<file path="src/rtl/uart_rx_pkg.sv">
// Shared encodings for the UART RX core: FSM state codes, DATA_LEN limits and parity types.
package uart_rx_pkg;

  // Gray-style codes: each step of the normal frame flow flips a single bit.
  typedef enum logic [2:0] {
    ST_IDLE   = 3'b000,
    ST_START  = 3'b001,
    ST_DATA   = 3'b011,
    ST_PARITY = 3'b010,
    ST_STOP   = 3'b110,
    ST_DONE   = 3'b111
  } state_e;

  localparam logic [3:0] DATA_LEN_MIN = 4'd5;
  localparam logic [3:0] DATA_LEN_MAX = 4'd9;

  localparam logic PAR_EVEN = 1'b0;
  localparam logic PAR_ODD  = 1'b1;

  function automatic logic [3:0] clamp_len(input logic [3:0] len, input logic [3:0] cap);
    return ((len < DATA_LEN_MIN) || (len > cap)) ? cap : len;
  endfunction

endpackage

</file>
<file path="src/rtl/uart_rx_sampler.sv">
// 3-tap majority sampler: taps RX_IN at P/2-1, P/2, P/2+1 and registers the vote at P/2+2.
module uart_rx_sampler #(
  parameter int PRESCALER_WIDTH = 6
) (
  input  logic                       CLK,
  input  logic                       RST,
  input  logic                       en,
  input  logic                       rx_in,
  input  logic [PRESCALER_WIDTH-1:0] edge_cnt,
  input  logic [PRESCALER_WIDTH-1:0] prescale,
  output logic                       maj,
  output logic                       strobe,
  output logic                       bit_val
);

  localparam logic [PRESCALER_WIDTH-1:0] ONE = PRESCALER_WIDTH'(1);
  localparam logic [PRESCALER_WIDTH-1:0] TWO = PRESCALER_WIDTH'(2);

  logic [PRESCALER_WIDTH-1:0] half;
  logic [2:0]                 samp_q, samp_d;
  logic                       bit_q, bit_d;

  // NOTE: every always_comb output gets a default first so no path can infer a latch.
  always_comb begin
    half   = prescale >> 1;
    samp_d = samp_q;
    if (en) begin
      if (edge_cnt == half - ONE) samp_d[0] = rx_in;
      if (edge_cnt == half)       samp_d[1] = rx_in;
      if (edge_cnt == half + ONE) samp_d[2] = rx_in;
    end
    maj    = (samp_q[0] & samp_q[1]) | (samp_q[0] & samp_q[2]) | (samp_q[1] & samp_q[2]);
    strobe = en && (edge_cnt == half + TWO);
    bit_d  = strobe ? maj : bit_q;
  end

  // NOTE: state registers use non-blocking assignments so all flops update from pre-edge values.
  always_ff @(posedge CLK or negedge RST) begin
    if (!RST) begin
      samp_q <= 3'b111;
      bit_q  <= 1'b1;
    end else begin
      samp_q <= samp_d;
      bit_q  <= bit_d;
    end
  end

  assign bit_val = bit_q;

endmodule

</file>
<file path="src/rtl/uart_rx_core_gen2.sv">
// UART receive core: FSM, edge/bit counters, deserializer, parity and stop checkers.
// Optional break detection is enabled with `define UART_RX_BREAK_DETECT_EN.
module uart_rx_core_gen2
  import uart_rx_pkg::*;
#(
  parameter int DATA_WIDTH      = 8,
  parameter int PRESCALER_WIDTH = 6
) (
  input  logic                       CLK,
  input  logic                       RST,
  input  logic                       RX_IN,
  input  logic [PRESCALER_WIDTH-1:0] PRESCALE,
  input  logic [3:0]                 DATA_LEN,
  input  logic                       PAR_EN,
  input  logic                       PAR_TYP,
  input  logic                       STOP2,
  output logic [DATA_WIDTH-1:0]      P_DATA,
  output logic                       Data_Valid,
  output logic                       par_err,
  output logic                       stop_err,
`ifdef UART_RX_BREAK_DETECT_EN
  output logic                       break_det,
`endif
  output logic                       busy
);

  localparam logic [PRESCALER_WIDTH-1:0] P_ONE  = PRESCALER_WIDTH'(1);
  localparam logic [PRESCALER_WIDTH-1:0] P_TWO  = PRESCALER_WIDTH'(2);
  localparam logic [PRESCALER_WIDTH-1:0] P_FOUR = PRESCALER_WIDTH'(4);
  localparam logic [3:0] LEN_CAP =
    (4'(DATA_WIDTH) > DATA_LEN_MAX) ? DATA_LEN_MAX : 4'(DATA_WIDTH);

  state_e                     state_q, state_d;
  logic [PRESCALER_WIDTH-1:0] edge_q, edge_d, p_q, p_d;
  logic [3:0]                 bit_cnt_q, bit_cnt_d, len_q, len_d;
  logic                       par_en_q, par_en_d, par_typ_q, par_typ_d, stop2_q, stop2_d;
  logic [DATA_WIDTH-1:0]      shift_q, shift_d, pdata_q, pdata_d;
  logic                       perr_q, perr_d, serr_q, serr_d;
  logic                       dv_q, dv_d, pe_q, pe_d, se_q, se_d;
`ifdef UART_RX_BREAK_DETECT_EN
  logic                       zero_q, zero_d, brk_wait_q, brk_wait_d, brk_q, brk_d, zero_now;
`endif

  logic       active, p_legal, edge_last, edge_stop, go_start, start_bit, serr_now, exp_par;
  logic       maj, strobe, bit_val;
  logic [3:0] first_stop, last_stop;

  assign active     = (state_q == ST_START) || (state_q == ST_DATA) ||
                      (state_q == ST_PARITY) || (state_q == ST_STOP);
  assign p_legal    = (PRESCALE >= P_FOUR) && !PRESCALE[0];
  assign edge_last  = (edge_q == p_q - P_ONE);
  assign edge_stop  = (edge_q == p_q - P_TWO);
  assign first_stop = len_q + 4'(par_en_q) + 4'd1;
  assign last_stop  = first_stop + 4'(stop2_q);
  // The vote lands at P/2+2, which can coincide with the start decision edge.
  assign start_bit  = strobe ? maj : bit_val;

  uart_rx_sampler #(.PRESCALER_WIDTH(PRESCALER_WIDTH)) u_sampler (
    .CLK      (CLK),
    .RST      (RST),
    .en       (active),
    .rx_in    (RX_IN),
    .edge_cnt (edge_q),
    .prescale (p_q),
    .maj      (maj),
    .strobe   (strobe),
    .bit_val  (bit_val)
  );

  always_comb begin
    state_d   = state_q;
    edge_d    = edge_q;
    bit_cnt_d = bit_cnt_q;
    p_d       = p_q;
    len_d     = len_q;
    par_en_d  = par_en_q;
    par_typ_d = par_typ_q;
    stop2_d   = stop2_q;
    shift_d   = shift_q;
    perr_d    = perr_q;
    serr_d    = serr_q;
    pdata_d   = pdata_q;
    dv_d      = 1'b0;
    pe_d      = 1'b0;
    se_d      = 1'b0;
    go_start  = 1'b0;
    exp_par   = 1'b0;
    serr_now  = serr_q | (strobe & ~maj);
`ifdef UART_RX_BREAK_DETECT_EN
    zero_d     = zero_q;
    brk_wait_d = brk_wait_q;
    brk_d      = 1'b0;
    zero_now   = zero_q & ~(strobe & maj & (bit_cnt_q == first_stop));
    if (strobe && maj && ((state_q != ST_STOP) || (bit_cnt_q == first_stop))) zero_d = 1'b0;
`endif

    if (active) begin
      if (edge_last) begin
        edge_d    = '0;
        bit_cnt_d = bit_cnt_q + 4'd1;
      end else begin
        edge_d = edge_q + P_ONE;
      end
    end

    unique case (state_q)
      ST_IDLE: begin
`ifdef UART_RX_BREAK_DETECT_EN
        if (brk_wait_q) begin
          if (RX_IN) brk_wait_d = 1'b0;
        end else
`endif
        if (!RX_IN && p_legal) go_start = 1'b1;
      end
      ST_START: begin
        if (edge_last) state_d = start_bit ? ST_IDLE : ST_DATA;
      end
      ST_DATA: begin
        if (strobe) shift_d = {maj, shift_q[DATA_WIDTH-1:1]};
        if (edge_last && (bit_cnt_q == len_q)) state_d = par_en_q ? ST_PARITY : ST_STOP;
      end
      ST_PARITY: begin
        unique case (par_typ_q)
          PAR_EVEN: exp_par = ^shift_q;
          PAR_ODD:  exp_par = ~(^shift_q);
        endcase
        if (strobe && (maj != exp_par)) perr_d = 1'b1;
        if (edge_last) state_d = ST_STOP;
      end
      ST_STOP: begin
        if (strobe && !maj) serr_d = 1'b1;
        // Exit one tick early so a back-to-back start edge is not missed.
        if (edge_stop && (bit_cnt_q == last_stop)) begin
          state_d = ST_DONE;
          pe_d    = perr_q;
          se_d    = serr_now;
          dv_d    = !perr_q && !serr_now;
`ifdef UART_RX_BREAK_DETECT_EN
          if (zero_now) begin
            brk_d = 1'b1;
            se_d  = 1'b0;
            dv_d  = 1'b0;
          end
`endif
          if (dv_d) pdata_d = shift_q >> (4'(DATA_WIDTH) - len_q);
        end
      end
      ST_DONE: begin
        if (!RX_IN && p_legal) go_start = 1'b1;
        else                   state_d  = ST_IDLE;
`ifdef UART_RX_BREAK_DETECT_EN
        if (brk_q) begin
          go_start   = 1'b0;
          state_d    = ST_IDLE;
          brk_wait_d = 1'b1;
        end
`endif
      end
      default: state_d = ST_IDLE;
    endcase

    if (go_start) begin
      state_d   = ST_START;
      edge_d    = '0;
      bit_cnt_d = '0;
      p_d       = PRESCALE;
      len_d     = clamp_len(DATA_LEN, LEN_CAP);
      par_en_d  = PAR_EN;
      par_typ_d = PAR_TYP;
      stop2_d   = STOP2;
      shift_d   = '0;
      perr_d    = 1'b0;
      serr_d    = 1'b0;
`ifdef UART_RX_BREAK_DETECT_EN
      zero_d    = 1'b1;
`endif
    end
  end

  // NOTE: the shift register is reset too, so P_DATA zero-fill never depends on power-up contents.
  always_ff @(posedge CLK or negedge RST) begin
    if (!RST) begin
      state_q    <= ST_IDLE;
      edge_q     <= '0;
      bit_cnt_q  <= '0;
      p_q        <= '0;
      len_q      <= '0;
      par_en_q   <= 1'b0;
      par_typ_q  <= 1'b0;
      stop2_q    <= 1'b0;
      shift_q    <= '0;
      perr_q     <= 1'b0;
      serr_q     <= 1'b0;
      pdata_q    <= '0;
      dv_q       <= 1'b0;
      pe_q       <= 1'b0;
      se_q       <= 1'b0;
`ifdef UART_RX_BREAK_DETECT_EN
      zero_q     <= 1'b0;
      brk_wait_q <= 1'b0;
      brk_q      <= 1'b0;
`endif
    end else begin
      state_q    <= state_d;
      edge_q     <= edge_d;
      bit_cnt_q  <= bit_cnt_d;
      p_q        <= p_d;
      len_q      <= len_d;
      par_en_q   <= par_en_d;
      par_typ_q  <= par_typ_d;
      stop2_q    <= stop2_d;
      shift_q    <= shift_d;
      perr_q     <= perr_d;
      serr_q     <= serr_d;
      pdata_q    <= pdata_d;
      dv_q       <= dv_d;
      pe_q       <= pe_d;
      se_q       <= se_d;
`ifdef UART_RX_BREAK_DETECT_EN
      zero_q     <= zero_d;
      brk_wait_q <= brk_wait_d;
      brk_q      <= brk_d;
`endif
    end
  end

  assign P_DATA     = pdata_q;
  assign Data_Valid = dv_q;
  assign par_err    = pe_q;
  assign stop_err   = se_q;
  assign busy       = (state_q != ST_IDLE);
`ifdef UART_RX_BREAK_DETECT_EN
  assign break_det  = brk_q;
`endif

endmodule

</file>
<file path="config.mk">
export PLATFORM = sky130hd
export DESIGN_NAME = uart_rx_core_gen2
export DESIGN_NICKNAME = d
export VERILOG_FILES = /design/src/rtl/uart_rx_pkg.sv /design/src/rtl/uart_rx_sampler.sv /design/src/rtl/uart_rx_core_gen2.sv
export SDC_FILE = /design/constraint.sdc
export NUM_CORES = 1
export LEC_CHECK = 0
export CAP_MARGIN = 20
export CORE_UTILIZATION = 53
export CTS_CLUSTER_DIAMETER = 40
export DETAILED_ROUTE_END_ITERATION = 6
export HOLD_SLACK_MARGIN = 0.08
export PLACE_DENSITY = 0.79
export SYNTH_ARGS = -nofsm -noshare
export SYNTH_HDL_FRONTEND = slang
export SYNTH_SLANG_ARGS = --single-unit
</file>
<file path="constraint.sdc">
create_clock -name CLK -period 3.6 [get_ports CLK]
set_input_delay 0.72 -clock CLK [delete_from_list [all_inputs] [get_ports CLK]]
set_output_delay 0.72 -clock CLK [all_outputs]
set_load 0.01 [all_outputs]
</file>
==> reports/results.tsv, run 1 <==
stage	metric	value	unit
routing	first_pass_iters	4	
power_and_ir_drop	pwr-share-comb	56.7	%
power_and_ir_drop	p_seq_share	33.1	%
yosys	synth_top_area_share	34.3	%
yosys	synthDistinctLibCells	59	
yosys	synth_area	0.00343	mm2
sta	setup-violations-final	0	
yosys	ys_async_sr_fraction	100	%
global_route	overflow	0	
critical_path	crit_arrival	3320	ps
critical_path	critPathLaunchType	register	
sta	fin_worst_skew	8.32	ps
yosys	synth_area_leaders	dfrtp_1 (34%), xnor2_1 (7.1%), ha_1 (4.7%)	
job	maxCapViolCount	0	
sta	slew_headroom	46.7	%
clocking	worst_skew_pair.late_latency	310	ps
clocking	cts-buffers-inserted	5	
critical_path	path_max_fanout	10	
clocking	cts-hold-fix-buffers	0	
sta	period_share	86.7	%
yosys	synth_top_flop_cell	dfrtp_1	
sta	finalHoldViolCount	0	
sta	max_freq	320	MHz
global_route	antenna_found_initial	0	
finish	nets	411	
yosys	synth_warnings	0	
run_status	status	completed	
routing	drc	0	
clocking	cts_setup_buffers	0	
routing	wl_per_cell	15.5	um
sta	rsz0062_at_grt	false	
sta	tightest_slew	800	ps
clocking	clk_pin_slew	90	ps
routing	dr.first_iter.drc_count	133	
die	core-area	0.00610	mm2
power_and_ir_drop	power.density	850	mW/mm2
global_route	grt_usage	23.8	%
critical_path	cp.required	3800	ps
power_and_ir_drop	cellLeakagePower	1.60	nW
yosys	avgSynthCellArea	9.43	um2
finish	drive_gt1_share	12.6	%
clocking	cts_tree	yes	
die	design.portCount	28	
sta	drv_slew	0	
hold_path	hp-class	in2async	
clocking	cts_sinks	51	
clocking	clk_path_buf_depth	2	
place	globalplace.congestion	0.880	
power_and_ir_drop	peakVddDrop	411	uV
power_and_ir_drop	p_sw	1.50	mW
place	place_ws	511	ps
critical_path	end_kind	register	
die	num_rows	28	
finish	n_antenna_cell	0	
power_and_ir_drop	intPower	1.76	mW
yosys	synth_edf_count	0	
critical_path	path_class	reg2reg	
power_and_ir_drop	swShare	46.1	%
sta	period_minus_slack	3120	ps
global_route	first_global_vias	2523	
clocking	htreeDepth	2	
yosys	synth_fp_nets	394	
clocking	cts_root_buffer	clkbuf_8	
die	dieWidth	82.5	um
place	port_buffers	27	
global_route	grt_max_degree	52	
die	initial_core_util	56.3	%
yosys	seq_area_frac_synth	37.3	%
global_route	grt_pass1_wl	12.0	mm
clocking	ctsResizeCount	0	
die	die_area	0.00680	mm2
routing	via_per_inst	5.69	
power_and_ir_drop	pwr-share-clk	10.1	%
yosys	ys_ff_latch	51	
routing	finalWirelength	7.09	mm
routing	ant_nets	0	
yosys	synth_cells	364	
die	die_height	82.5	um
finish	syn2layout_area_growth	11.7	%
routing	route.vias.total	2602	
place	hpwl	5.25	mm
sta	hold_ws	262	ps
sta	setup_tns	0	ps
yosys	synth_area_leader_cell	dfrtp_1	
sta	layout_setup_ws	480	ps
[final cells by class]
| cell class | instances | area [um2] |
|---|---|---|
| Fill cell | 532 | 2260 |
| Multi-Input combinational cell | 277 | 2010 |
| Sequential cell | 51 | 1280 |
| Timing Repair Buffer | 32 | 315 |
| Tap cell | 75 | 93.8 |
| Clock buffer | 6 | 72.6 |
| Inverter | 14 | 52.6 |
| Clock inverter | 2 | 13.8 |
[logic make-up (layout without fill, tap and decap cells)]
logic type      after synthesis  after routing  synth area share (%)
fa+ha+maj                    15             15                  5.61
flops                        51             51                  37.3
xor+xnor                     44             44                  12.1
simple gates                125            125                  18.8
buf+inv                      36             54                  4.56
compound gates               64             64                  11.6
mux                          29             29                  10.1
[critical path, stage by stage, from the launching register on]
cell	delay [ps]
dfrtp_1	590
inv_1	160
ha_1	250
a21boi_2	280
xnor2_1	130
or4_4	530
nor4_4	220
nand2_2	130
nor3_4	340
mux2_2	380
[sequential cells by signal, indices dropped and copies added, names as in the netlist]
register	count
P_DATA	8
shift_q	8
edge_q	6
p_q	6
bit_cnt_q	4
len_q	4
state_q	3
u_sampler.samp_q	3
Data_Valid	1
par_en_q	1
par_err	1
par_typ_q	1
perr_q	1
serr_q	1
stop2_q	1
stop_err	1
u_sampler.bit_val	1
[path summary, 6_finish.rpt]
kind | startpoint | to | slack, ps | cells after the start
setup / recovery | p_q[3]$_DFFE_PN0P_ | P_DATA[0]$_DFFE_PN0P_ | 480 | 9
hold / removal | RST | p_q[5]$_DFFE_PN0P_ | 260 | 1
setup reg to reg | p_q[3]$_DFFE_PN0P_ | P_DATA[0]$_DFFE_PN0P_ | 480 | 9
hold reg to reg | par_typ_q$_DFFE_PN0P_ | par_typ_q$_DFFE_PN0P_ | 510 | 2
max in group asynchronous | RST | u_sampler.bit_val$_DFF_PN1_ | 2800 | 2
min in group CLK | par_typ_q$_DFFE_PN0P_ | par_typ_q$_DFFE_PN0P_ | 510 | 2
[layout by cell type (no fill, tap or decap), types with 2 or more instances in the layout]
master and instances:
nor2b_1 3, and2_1 2, or3_1 2, and3_1 2, inv_1 14, mux2i_1 12
mux2_2 14, xnor2_2 2, a21oi_1 13, clkdlybuf4s50_1 26, nand2b_1 4, clkbuf_8 5
nand3_1 17, xnor2_1 28, dfrtp_1 47, nand2_1 29, ha_1 13, nor2_1 39
o2111ai_1 2, dfstp_2 4, buf_4 4, o211ai_1 2, o311ai_0 2, o21ai_0 27
nand4_1 4, nand4b_1 2, nor3_1 7, mux4_2 3, a31oi_1 3, xor2_1 13
a211oi_1 3
[synth_stat cells (2+ instances only)]
master     instances
o21ai_0           27
mux4_2             3
buf_2              5
dfrtp_1           47
xnor2_1           28
a21oi_1           13
and2_1             2
nand4_1            4
mux2_2            14
clkbuf_1          15
and3_1             2
o2111ai_1          2
nor3_1             8
a31oi_1            3
o211ai_1           2
ha_1              13
dfstp_2            4
nand2_1           29
a211oi_1           3
nand3_1           17
buf_6              2
nand2b_1           4
mux2i_1           12
xor2_1            13
nor2b_1            3
or3_1              2
o311ai_0           2
inv_1             14
xnor2_2            2
nand4b_1           2
nor2_1            39
[power by group through the flow]
stage | registers (mW) | clock network (mW) | logic, mW
2_1_floorplan | 0.881 | 0 | 1.66
3_5_place_dp | 1.08 | 0 | 1.83
3_3_place_gp | 1.07 | 0 | 1.77
5_1_grt | 1.12 | 0.362 | 2.08
6_report | 1.08 | 0.330 | 1.85
4_1_cts | 1.07 | 0.342 | 1.84
[per-layer routing]
layer / vias to the layer above / global-route usage, % / part of all wire (%)
met3: 14 / 4.62 / 5.1
met4: 0 / 10.0 / 2.2
met5: - / 0 / 0
met1: 1222 / 31.8 / 46
li1: 1300 / - / -
met2: 66 / 37.7 / 47
[through the flow]
| stage | power [mW] | cells | instance area (um2) | util (%) |
|---|---|---|---|---|
| after floorplan | 2.54 | 364 | 3430 | - |
| after global placement | 2.84 | 448 | 3730 | 61.2 |
| after detailed placement | 2.91 | 448 | 3730 | 61.2 |
| after CTS | 3.26 | 456 | 3820 | 62.6 |
| after global routing | 3.56 | 457 | 3840 | 62.9 |
| final | 3.26 | 457 | 3840 | 62.9 |
Power figures use the tool's default switching activity.
==> inputs of run 2 (changes only) <==
CAP_MARGIN = not set   (was 20)
==> run 2 against run 1 <==
Flip-flop and latch count unchanged. Cell count shrank 0.22%. Register-to-register slack is essentially flat. Hold slack gained 250 ps. Combinational power is essentially flat. Total power about the same. Largest power group unchanged.
==> reports/results.tsv, run 2 (same netlist as run 1, synthesis figures left out) <==
stage	metric	value	unit
finish	mostFrequentLayoutCell	dfrtp_1	
critical_path	cp.required	3800	ps
run_status	status	completed	
die	core-area	0.00610	mm2
critical_path	crit_arrival	3320	ps
clocking	cts_root_buffer	clkbuf_8	
die	die_area	0.00680	mm2
die	dieWidth	82.5	um
global_route	gr-usage-met1	31.8	%
finish	finalNonFillerCells	456	
routing	wl_per_cell	15.5	um
job	maxCapViolCount	0	
routing	dr.first_iter.drc_count	172	
sta	slew_headroom	26.6	%
power_and_ir_drop	p_sw	1.50	mW
finish	n_fill_cell	532	
global_route	first_global_vias	2523	
sta	drv_slew	0	
place	place_ws	511	ps
routing	route.vias.total	2597	
sta	setup_tns	0	ps
sta	layout_setup_ws	485	ps
routing	finalWirelength	7.06	mm
global_route	grt_max_degree	52	
die	design.portCount	28	
place	dp_cells	448	
clocking	htreeDepth	2	
sta	period_minus_slack	3110	ps
clocking	cts-buffers-inserted	5	
hold_path	hp-class	reg2reg	
die	initial_core_util	56.3	%
power_and_ir_drop	swShare	46.1	%
critical_path	path_class	reg2reg	
place	globalplace.congestion	0.880	
global_route	grt_use_met3	4.62	%
routing	via_per_inst	5.70	
place	hpwl	5.25	mm
power_and_ir_drop	intPower	1.76	mW
sta	finalHoldViolCount	0	
clocking	cts_setup_buffers	0	
clocking	clk_path_buf_depth	2	
finish	drive_gt1_share	12.3	%
sta	hold_ws	515	ps
clocking	cts-hold-fix-buffers	0	
clocking	cts_tree	yes	
routing	ant_nets	0	
power_and_ir_drop	pwr-share-comb	56.7	%
global_route	gr-usage-met2	37.7	%
sta	max_freq	321	MHz
sta	period_share	86.5	%
sta	fin_worst_skew	7.64	ps
die	num_rows	28	
finish	n_antenna_cell	0	
die	die_height	82.5	um
global_route	overflow	0	
clocking	ctsResizeCount	0	
clocking	clk_pin_slew	90	ps
place	port_buffers	27	
clocking	cts_sinks	51	
power_and_ir_drop	pwr-share-clk	10.2	%
sta	rsz0062_at_grt	false	
global_route	grt_usage	23.8	%
finish	final_cell_mix	dfrtp_1 (47), nor2_1 (39), nand2_1 (29), xnor2_1 (28), o21ai_0 (27)	
routing	drc	0	
power_and_ir_drop	p_seq_share	33.1	%
sta	tightest_slew	1100	ps
finish	syn2layout_area_growth	11.2	%
finish	nets	410	
global_route	grt_pass1_wl	12.0	mm
critical_path	end_kind	register	
global_route	top_usage_layer	met2	
power_and_ir_drop	peakVddDrop	412	uV
global_route	antenna_found_initial	0	
sta	setup-violations-final	0	
routing	first_pass_iters	4	
power_and_ir_drop	cellLeakagePower	1.59	nW
critical_path	path_max_fanout	10	
clocking	worst_skew_pair.late_latency	310	ps
critical_path	critPathLaunchType	register	
power_and_ir_drop	power.density	854	mW/mm2
-- run 2: changes by cell type in the layout (fill, tap and decap cells not counted), sizes merged --
cell,change
buf,-1
-- run 2: critical path, cell delays in order (launching register included) --
cell and delay (ps):
dfrtp_1 590, inv_1 160, ha_1 250, a21boi_2 280
xnor2_1 130, or4_4 530, nor4_4 220, nand2_2 130
nor3_4 340, mux2_2 380
-- run 2: area by class of cell --
| cell class | count | area, um2 | share of cell area, % |
|---|---|---|---|
| clock buffer | 6 | 72.6 | 1.90 |
| clock inverter | 2 | 13.8 | 0.361 |
| inverter | 14 | 52.6 | 1.38 |
| multi-input combinational | 277 | 2010 | 52.6 |
| sequential | 51 | 1280 | 33.6 |
| tap | 75 | 93.8 | 2.46 |
| timing repair buffer | 31 | 295 | 7.74 |
-- run 2: worst paths after layout --
path                                  startpoint                  endpoint  slack [ps]  cells after the start
max                           p_q[3]$_DFFE_PN0P_     P_DATA[7]$_DFFE_PN0P_         490                      9
min                        P_DATA[7]$_DFFE_PN0P_     P_DATA[7]$_DFFE_PN0P_         520                      1
max in group asynchronous                    RST  bit_cnt_q[2]$_DFFE_PN0P_        2300                      1
min in group asynchronous                    RST     edge_q[2]$_DFFE_PN0P_         610                      1
min reg2reg                P_DATA[7]$_DFFE_PN0P_     P_DATA[7]$_DFFE_PN0P_         520                      1
max reg2reg                   p_q[3]$_DFFE_PN0P_     P_DATA[7]$_DFFE_PN0P_         490                      9
-- run 2: power by group through the flow --
| stage | clock, mW | sequential [mW] | combinational (mW) |
|---|---|---|---|
| 3_5_place_dp | 0 | 1.08 | 1.83 |
| 5_1_grt | 0.362 | 1.12 | 2.07 |
| 4_1_cts | 0.342 | 1.07 | 1.84 |
| 3_3_place_gp | 0 | 1.07 | 1.77 |
| 2_1_floorplan | 0 | 0.881 | 1.66 |
| 6_report | 0.331 | 1.08 | 1.85 |
-- run 2: stage by stage --
step	instance area, um2	total power, mW	util (%)
2_1_floorplan	3430	2.54	-
3_3_place_gp	3730	2.84	61.2
3_5_place_dp	3730	2.91	61.2
4_1_cts	3820	3.26	62.6
5_1_grt	3820	3.55	62.6
6_report	3820	3.26	62.6
-- run 2: layer usage --
layer,wire [um],part of all wire (%),vias up
li1,-,-,1297
met1,3310,47,1207
met3,323,4.6,16
met5,0,0,-
met2,3260,46,77
met4,173,2.4,0
==> inputs of run 3 (changes only) <==
CELL_PAD_IN_SITES_DETAIL_PLACEMENT = 1   (was not set)
CELL_PAD_IN_SITES_GLOBAL_PLACEMENT = 2   (was not set)
CORE_UTILIZATION = 34   (was 53)
TNS_END_PERCENT = 5   (was not set)
==> run 3 against run 2 <==
Clock power is 35% higher. First-iteration DRC count is 66% lower. Routed wire length is 19% higher. Critical path type unchanged. Total power is 5.6% higher. Die area is 54% higher.
==> reports/results.tsv, run 3 (same netlist as run 1, synthesis figures left out) <==
stage	metric	value	unit
place	globalplace.congestion	0.757	
routing	drc	0	
critical_path	crit_arrival	3370	ps
die	die_area	0.0105	mm2
clocking	htreeDepth	2	
sta	hold_ws	503	ps
routing	first_pass_iters	4	
clocking	cts_root_buffer	clkbuf_8	
power_and_ir_drop	p_seq_share	30.9	%
critical_path	cp.required	3810	ps
sta	finalHoldViolCount	0	
critical_path	r2r_cells	11	
critical_path	cp-startpoint	len_q[0]$_DFFE_PN0P_	
place	hpwl	6.41	mm
die	core-area	0.00977	mm2
routing	dr.first_iter.drc_count	58	
routing	wl_per_cell	16.2	um
finish	final_cell_mix	dfrtp_1 (47), nor2_1 (39), nand2_1 (29), xnor2_1 (28), o21ai_0 (27)	
finish	finalNonFillerCells	518	
global_route	grt_pass1_wl	14.2	mm
finish	mostFrequentLayoutCell	dfrtp_1	
power_and_ir_drop	pwr-share-comb	56.1	%
sta	fin_worst_skew	8.61	ps
critical_path	ff2ff_setup_slack	440	ps
critical_path	cp_slowest_stage_delay	430	ps
critical_path	path_class	reg2reg	
routing	wl_met2	3.98	mm
sta	slew_headroom	42.0	%
finish	final_util	40.5	%
sta	setup_tns	0	ps
finish	syn2layout_area_growth	15.2	%
clocking	clk_pin_slew	100	ps
place	port_buffers	27	
finish	n_antenna_cell	0	
power_and_ir_drop	peakVddDrop	348	uV
run_status	status	completed	
power_and_ir_drop	swShare	45.7	%
critical_path	reg2reg_to	P_DATA[1]$_DFFE_PN0P_	
sta	period_share	87.8	%
routing	finalWirelength	8.41	mm
routing	drt-met1-wl	4.21	mm
critical_path	critPathLaunchType	register	
power_and_ir_drop	pwr-share-clk	13.0	%
sta	tightest_slew	870	ps
clocking	cts-hold-fix-buffers	0	
hold_path	hp-class	in2async	
critical_path	cp_slowest_cell	or4_4	
clocking	cts_setup_buffers	0	
sta	max_freq	316	MHz
die	dieWidth	102	um
critical_path	path_max_fanout	8	
power_and_ir_drop	power.density	871	mW/mm2
clocking	cts-buffers-inserted	5	
clocking	cts_tree	yes	
critical_path	cp_cell_sequence	inv_1, ha_1, inv_1, ha_1, fa_1, xnor2_1, or4_4, nor4_4, nand2_2, nor3_4, mux2_2	
global_route	first_global_vias	2762	
power_and_ir_drop	power	3.44	mW
global_route	grt_max_degree	38	
routing	ant_nets	0	
routing	highest_layer	met4	
routing	via_per_inst	5.15	
power_and_ir_drop	cellLeakagePower	1.63	nW
routing	wl_met3	131	um
sta	drv_slew	0	
global_route	overflow	0	
place	dp_cells	510	
clocking	ctsResizeCount	0	
routing	route.vias.total	2668	
clocking	clk_path_buf_depth	2	
critical_path	worstSetupEndpoint	P_DATA[1]$_DFFE_PN0P_	
power_and_ir_drop	intPower	1.87	mW
sta	period_minus_slack	3160	ps
finish	drive_gt1_share	13.5	%
power_and_ir_drop	p_sw	1.58	mW
sta	setup-violations-final	0	
global_route	antenna_found_initial	0	
finish	n_fill_cell	1138	
clocking	cts_sinks	51	
die	die_height	102	um
clocking	worst_skew_pair.late_latency	320	ps
finish	nets	414	
critical_path	rr_startpoint	len_q[0]$_DFFE_PN0P_	
die	initial_core_util	35.1	%
job	maxCapViolCount	0	
die	num_rows	36	
global_route	grt_usage	17.6	%
sta	rsz0062_at_grt	false	
die	design.portCount	28	
critical_path	end_kind	register	
==> run 3: cell count changes in the layout (fill, tap and decap cells not counted) <==
cell       delta
bufinv_16     +1
inv_6         +1
clkinv_2      -1
buf_4         +4
clkbuf_1      -1
clkbuf_8      +1
clkinv_4      -1
==> run 3: per-layer routing <==
metal | track usage [%] | vias up
met4 | 4.29 | 0
met1 | 24.3 | 1339
met3 | 2.24 | 7
li1 | - | 1304
met2 | 29.4 | 18
met5 | 0 | -
==> run 3: worst min-delay path by stage <==
stage | startpoint | slack [ps] | endpoint | cells after the start
6_report | RST | 500 | edge_q[2]$_DFFE_PN0P_ | 1
3_3_place_gp | par_typ_q$_DFFE_PN0P_ | 480 | par_typ_q$_DFFE_PN0P_ | 2
5_1_grt | P_DATA[3]$_DFFE_PN0P_ | 540 | P_DATA[3]$_DFFE_PN0P_ | 1
3_5_place_dp | P_DATA[4]$_DFFE_PN0P_ | 500 | P_DATA[4]$_DFFE_PN0P_ | 1
4_1_cts | P_DATA[4]$_DFFE_PN0P_ | 520 | P_DATA[4]$_DFFE_PN0P_ | 1
2_1_floorplan | RST | 420 | Data_Valid$_DFF_PN0_ | 0
==> run 3: through the flow <==
| stage | instance area [um2] | worst slack (ps) |
|---|---|---|
| 4_1_cts | 3950 | 407 |
| 3_5_place_dp | 3830 | 432 |
| 3_3_place_gp | 3830 | 564 |
| 5_1_grt | 3950 | 258 |
| 6_report | 3950 | 440 |
| 2_1_floorplan | 3430 | 237 |
==> run 3: worst max-delay path: cells and delay by family, from the launching register on <==
kind	cells	cell delay [ps]
xor gates and xnor gates	1	140
muxes	1	390
and+or+nand+nor	4	1150
buffers and inverters	2	130
DFF	1	360
adders and majority gates	3	880
==> run 3: power by group through the flow <==
| stage | clock network [mW] | logic (mW) | registers (mW) |
|---|---|---|---|
| 2_1_floorplan | 0 | 1.66 | 0.881 |
| 3_3_place_gp | 0 | 1.89 | 1.06 |
| 3_5_place_dp | 0 | 1.94 | 1.08 |
| 4_1_cts | 0.470 | 1.95 | 1.07 |
| 5_1_grt | 0.481 | 2.16 | 1.10 |
| 6_report | 0.447 | 1.93 | 1.06 |
==> run 3: final cells by class <==
cell class	instances	area, um2	area share (%)
sequential	51	1280	32.4
inverter	14	52.6	1.33
clock inverter	2	38.8	0.981
tap	133	166	4.21
timing repair buffer	35	325	8.23
multi-input combinational	277	2010	50.8
clock buffer	6	82.6	2.09
